--- config.mk ---
export PLATFORM = sky130hd
export DESIGN_NAME = program_loader
export DESIGN_NICKNAME = d
export VERILOG_FILES = /design/src/rtl/program_loader_pkg.sv /design/src/rtl/program_loader_word_assembler.sv /design/src/rtl/program_loader.sv
export SDC_FILE = /design/constraint.sdc
export NUM_CORES = 1
export LEC_CHECK = 0
export CORE_MARGIN = 2
export CORE_UTILIZATION = 43
export CTS_BUF_LIST = sky130_fd_sc_hd__clkbuf_2
export CTS_CLUSTER_SIZE = 16
export DETAILED_ROUTE_END_ITERATION = 6
export DONT_BUFFER_PORTS = 1
export PLACE_DENSITY = 0.61
export SYNTH_ARGS = -nofsm -noshare
export SYNTH_HDL_FRONTEND = slang
export SYNTH_SLANG_ARGS = --single-unit
--- constraint.sdc ---
create_clock -name clk -period 2.3 [get_ports clk]
set_input_delay 0.46 -clock clk [delete_from_list [all_inputs] [get_ports clk]]
set_output_delay 0.46 -clock clk [all_outputs]
set_load 0.02 [all_outputs]
--- src/rtl/program_loader_pkg.sv ---
// Shared definitions for the host-link program loader: command bytes,
// FSM state encoding and address sizing.
package program_loader_pkg;

    localparam int ADDR_W         = 10;
    localparam int CNT_W          = 10;
    localparam int BYTES_PER_WORD = 4;

    localparam logic [7:0] CMD_LOAD_INSTR = 8'hA5;
    localparam logic [7:0] CMD_LOAD_DATA  = 8'h5A;
    localparam logic [7:0] CMD_RUN        = 8'hF0;
    localparam logic [7:0] CMD_HALT       = 8'h0F;

    typedef enum logic [2:0] {
        ST_IDLE,
        ST_CNT_HI,
        ST_CNT_LO,
        ST_DATA,
        ST_WRITE,
        ST_RUN,
        ST_ERR
    } state_e;

    function automatic logic state_busy(input state_e s);
        return (s == ST_CNT_HI) || (s == ST_CNT_LO) || (s == ST_DATA) || (s == ST_WRITE);
    endfunction

endpackage

--- src/rtl/program_loader_word_assembler.sv ---
// Collects four accepted bytes MSB-first into a 32-bit word and pulses
// word_done_o in the same cycle the fourth byte is accepted.
module word_assembler
    import program_loader_pkg::*;
(
    input  logic        clk,
    input  logic        rst_n,
    input  logic        clear_i,
    input  logic        byte_valid_i,
    input  logic [7:0]  byte_i,
    output logic [31:0] word_o,
    output logic        word_done_o
);

    // Only the first three bytes need storage; the fourth is passed straight
    // through so the completed word is available on the accepting edge.
    logic [23:0] shift_q;
    logic [1:0]  idx_q;

    assign word_o      = {shift_q, byte_i};
    assign word_done_o = byte_valid_i && (idx_q == 2'(BYTES_PER_WORD - 1));

    always_ff @(posedge clk or negedge rst_n) begin
        if (!rst_n) begin
            shift_q <= '0;
            idx_q   <= '0;
        end else if (clear_i) begin
            shift_q <= '0;
            idx_q   <= '0;
        end else if (byte_valid_i) begin
            shift_q <= {shift_q[15:0], byte_i};
            idx_q   <= idx_q + 2'd1;
        end
    end

endmodule

--- src/rtl/program_loader.sv ---
// Host-link program loader: parses load/run commands, writes assembled words
// into CPU instruction or data memory and controls the CPU reset.
module program_loader #(
    parameter int ADDR_W = program_loader_pkg::ADDR_W,
    parameter int DATA_W = 32
) (
    input  logic              clk,
    input  logic              rst,
    input  logic [7:0]        in_byte,
    input  logic              in_valid,
    output logic              in_ready,
    output logic [DATA_W-1:0] inst_data,
    output logic [ADDR_W-1:0] address,
    output logic              write_instruction,
    output logic              write_data,
    output logic              cpu_rst,
    output logic              busy,
    output logic              error
);
    import program_loader_pkg::*;

    state_e              state_q, state_d;
    logic                target_instr_q, target_instr_d;
    logic [CNT_W-1:0]    count_q, count_d;
    logic [ADDR_W-1:0]   addr_q, addr_d;
    logic [DATA_W-1:0]   data_q, data_d;
    logic                wr_instr_q, wr_instr_d;
    logic                wr_data_q, wr_data_d;
    logic                cpu_rst_q, busy_q, error_q, in_ready_q;

    logic                accept;
    logic                asm_clear;
    logic [31:0]         asm_word;
    logic                asm_done;

    assign accept = in_valid && in_ready_q;

    word_assembler u_word_assembler (
        .clk          (clk),
        .rst_n        (rst),
        .clear_i      (asm_clear),
        .byte_valid_i (accept && (state_q == ST_DATA)),
        .byte_i       (in_byte),
        .word_o       (asm_word),
        .word_done_o  (asm_done)
    );

    always_comb begin
        state_d        = state_q;
        target_instr_d = target_instr_q;
        count_d        = count_q;
        addr_d         = addr_q;
        data_d         = data_q;
        wr_instr_d     = 1'b0;
        wr_data_d      = 1'b0;
        asm_clear      = 1'b0;
        case (state_q)
            ST_IDLE: if (accept) begin
                if (in_byte == CMD_LOAD_INSTR) begin
                    target_instr_d = 1'b1;
                    state_d        = ST_CNT_HI;
                end else if (in_byte == CMD_LOAD_DATA) begin
                    target_instr_d = 1'b0;
                    state_d        = ST_CNT_HI;
                end else if (in_byte == CMD_RUN) begin
                    state_d = ST_RUN;
                end else begin
                    state_d = ST_ERR;
                end
            end
            ST_CNT_HI: if (accept) begin
                if (in_byte[7:2] != 6'd0) begin
                    state_d = ST_ERR;
                end else begin
                    count_d[9:8] = in_byte[1:0];
                    state_d      = ST_CNT_LO;
                end
            end
            ST_CNT_LO: if (accept) begin
                count_d[7:0] = in_byte;
                addr_d       = '0;
                asm_clear    = 1'b1;
                state_d      = ST_DATA;
            end
            ST_DATA: if (asm_done) begin
                data_d     = DATA_W'(asm_word);
                wr_instr_d = target_instr_q;
                wr_data_d  = !target_instr_q;
                state_d    = ST_WRITE;
            end
            // count holds words still to go after this one, so the address never wraps
            ST_WRITE: begin
                if (count_q == '0) begin
                    state_d = ST_IDLE;
                end else begin
                    count_d = count_q - CNT_W'(1);
                    addr_d  = addr_q + ADDR_W'(1);
                    state_d = ST_DATA;
                end
            end
            ST_RUN: if (accept && (in_byte == CMD_HALT)) state_d = ST_IDLE;
            ST_ERR:  state_d = ST_ERR;
            default: state_d = ST_ERR;
        endcase
    end

    always_ff @(posedge clk or negedge rst) begin
        if (!rst) begin
            state_q        <= ST_IDLE;
            target_instr_q <= 1'b0;
            count_q        <= '0;
            addr_q         <= '0;
            data_q         <= '0;
            wr_instr_q     <= 1'b0;
            wr_data_q      <= 1'b0;
            cpu_rst_q      <= 1'b1;
            busy_q         <= 1'b0;
            error_q        <= 1'b0;
            in_ready_q     <= 1'b0;
        end else begin
            state_q        <= state_d;
            target_instr_q <= target_instr_d;
            count_q        <= count_d;
            addr_q         <= addr_d;
            data_q         <= data_d;
            wr_instr_q     <= wr_instr_d;
            wr_data_q      <= wr_data_d;
            cpu_rst_q      <= (state_d != ST_RUN);
            busy_q         <= state_busy(state_d);
            error_q        <= (state_d == ST_ERR);
            in_ready_q     <= (state_d != ST_WRITE);
        end
    end

    assign in_ready          = in_ready_q;
    assign inst_data         = data_q;
    assign address           = addr_q;
    assign write_instruction = wr_instr_q;
    assign write_data        = wr_data_q;
    assign cpu_rst           = cpu_rst_q;
    assign busy              = busy_q;
    assign error             = error_q;

endmodule
==> flow_metrics.tcl <==
set metrics [dict create \
    post-place-ws_ps 354.9 \
    slew_headroom 0.6587 \
    cts.clk_slew.worst_paths_ps 220 \
    p_leak_nw 2.077 \
    fp-row-count 35 \
    yosys.area.top_type "dfrtp_1" \
    ys_ff_latch 88 \
    synth_edf_count 0 \
    grt_start_max_net_pins 89 \
    dpl_cell_area_mm2 0.004065 \
    syn_area_per_cell_um2 9.290 \
    yosysWarnings 0 \
    grt_use_total 0.1877 \
    hold_path.class "input port to flip-flop" \
    finalSetupViolations 0 \
    synth.cell_area_mm2 0.003976 \
    yosys_most_used_dff "dfrtp_1" \
    multi_input_area_mm2 0.001622 \
    rsz0062_at_grt "no" \
    antenna_found_initial 0 \
    crit_required_ps 2770 \
    initialDrtViolationCount 199 \
    dieArea_mm2 0.01003 \
    tns_ps 0 \
    fin_ws_ps 293.9 \
    grt_pass1_wl_um 14850 \
    final_antenna_net_count 0 \
    num_antenna_cells 0 \
    mostFrequentLayoutCells "nand2_1, dfrtp_1, o21ai_0, nor2_1, o21ai_1" \
    netlist_instances 428 \
    insertion_delay_ps 540 \
    cts.sinks 88 \
    worst_ep_arrival_time_ps 2480 \
    endpoint_kind "flip-flop" \
    clockRootBuffer "clkbuf_2" \
    max_cap_violations 0 \
    post-cts-setup-buffer-count 0 \
    routed-via-count 2944 \
    slew_violations 0 \
    gr-total-overflow 0 \
    status "finished, final reports clean" \
    r2r_cells 7 \
    cp_max_fo 5 \
    worst_pin_slew_ps 508.0 \
    cts.repair.resized 0 \
    h-tree-depth 3 \
    cts-buffers-inserted 9 \
    drc 0 \
    drtPass1Iterations 4 \
    synth-async-reset-ratio 1.000 \
    finalHoldViolations 0 \
    path_cells "inv_1 > ha_1 > or3b_2 > or4_1 > nor2_1 > a21oi_1 > o21ai_2" \
    max_clock_freq_ghz 0.4985 \
    drt_wl_total_um 8699 \
    netlist_top_cells_area "dfrtp_1, nand2_1, o21ai_0" \
    ys_seq_area_frac 0.5541 \
    wl_per_cell_um 15.73 \
    ys_types 57 \
    die_h_um 100.2 \
    fin_worst_skew_ps 32.29 \
    startpoint_type "flip-flop" \
    critPathSlowestCell "or3b_2" \
    grt_pass1_vias 2961 \
    coreArea_mm2 0.009109 \
    n_fill_cell 890 \
    fin_crit_ps 2006 \
    final_nets 452 \
    viasPerCell 5.324 \
    start_util 0.4365 \
    layout_commonest_cell "nand2_1" \
    max_stage_delay_ps 490 \
    finalInstanceArea_mm2 0.004310 \
    critical_path_class "flip-flop to flip-flop" \
    synth_fp_nets 443 \
    layout-area-overhead-vs-synth_pct 8.401 \
    die_w_um 100.2 \
    whs_path_depth 2 \
    gp_congestion 0.8479 \
    ctsHoldBuffers 10 \
    pin_count 59 \
    cts_buffer_depth 2 \
    p_per_area_mw_per_mm2 977.4 \
    dp_hpwl_um 5613 \
    seqCellArea_mm2 0.002203 \
    synth_top_cell_area_share 0.5475 \
    portBuffers 0 \
    finalCritPeriodShare 0.8722 \
    ir_drop_uv 482.8 \
    drive_gt1_frac 0.09050 \
    cts_tree "yes" \
]
[path summary, 6_finish.rpt]
check                                                         start                                      end  slack (ps)
setup / recovery                             count_q[0]$_DFFE_PN0P_                   count_q[6]$_DFFE_PN0P_         290
hold / removal                                           in_byte[6]  u_word_assembler.shift_q[6]$_DFFE_PN0P_          50
setup reg to reg                             count_q[0]$_DFFE_PN0P_                   count_q[6]$_DFFE_PN0P_         290
hold reg to reg            u_word_assembler.shift_q[19]$_DFFE_PN0P_                inst_data[27]$_DFFE_PN0P_         470
max in group asynchronous                                       rst                        cpu_rst$_DFF_PN1_        1470
min in group asynchronous                                       rst                inst_data[20]$_DFFE_PN0P_         430
[cell type report]
| type | instances | area share |
|---|---|---|
| well taps | 111 | 0.03222 |
| multi-input cells | 310 | 0.3762 |
| clock buffers | 9 | 0.01045 |
| repair buffers | 21 | 0.04702 |
| clock inverters | 7 | 0.01684 |
| flip-flops and latches | 88 | 0.5112 |
| inverters | 7 | 0.006096 |
[synthesized netlist by cell type, types with 3 or more instances]
master / instances
a21oi_1: 9
a22o_1: 4
and3_1: 3
and4bb_1: 3
buf_1: 3
buf_6: 5
clkbuf_1: 14
dfrtp_1: 87
ha_1: 4
inv_1: 5
nand2_1: 157
nand3_1: 4
nor2_1: 26
nor3_1: 5
nor4_1: 3
o211ai_1: 3
o21ai_0: 28
o21ai_1: 12
xor2_1: 8
[metrics by stage]
| stage | hold slack, ps | utilization | power (mW) | cells |
|---|---|---|---|---|
| finish | 53.81 | 0.4732 | 4.213 | 553 |
| global route | 0.4806 | 0.4732 | 4.528 | 553 |
| CTS | 6.195 | 0.4721 | 4.257 | 552 |
| detailed placement | 166.3 | 0.4463 | 3.415 | 526 |
| global placement | 166.2 | 0.4463 | 3.379 | 526 |
| floorplan | 164.4 | - | 3.164 | 428 |
[power breakdown]
group,internal [mW],leakage [nW],switching [mW]
registers,1.93,1.18,0.486
logic,0.382,0.826,0.628
clock network,0.251,0.0695,0.533
[cells by family after synthesis]
group / after synthesis / synth area share
fa+ha+maj: 4 / 0.01259
buf+inv: 30 / 0.03807
compound gates: 76 / 0.1262
mux: 1 / 0.002832
xor+xnor: 8 / 0.01762
flops: 88 / 0.5541
simple gates: 221 / 0.2486
[critical path, delay by kind of cell (launching register included)]
family,cells,cell delay (ps)
AND/OR/NAND/NOR,3,1010
buffers and inverters,1,90
AO/OA/AOI/OAI,2,180
flip-flops,1,460
adder cells (fa/ha/maj),1,220
[per-layer routing]
layer	routed length, µm	up-vias	GRT usage
met2	4136	82	0.3041
met1	3948	1395	0.2480
li1	-	1456	-
met5	0	-	0
met3	535	11	0.05571
met4	78	0	0.04847
[state kept, by name, summed over array words and instances, names as in the netlist]
| register | cells |
|---|---|
| busy | 1 |
| u_word_assembler.shift_q | 24 |
| target_instr_q | 1 |
| error | 1 |
| inst_data | 32 |
| state_q | 3 |
| u_word_assembler.idx_q | 2 |
| in_ready | 1 |
| cpu_rst | 1 |
| count_q | 10 |
| write_data | 1 |
| write_instruction | 1 |
| address | 10 |
No activity file was read; power rests on OpenSTA's default activity.
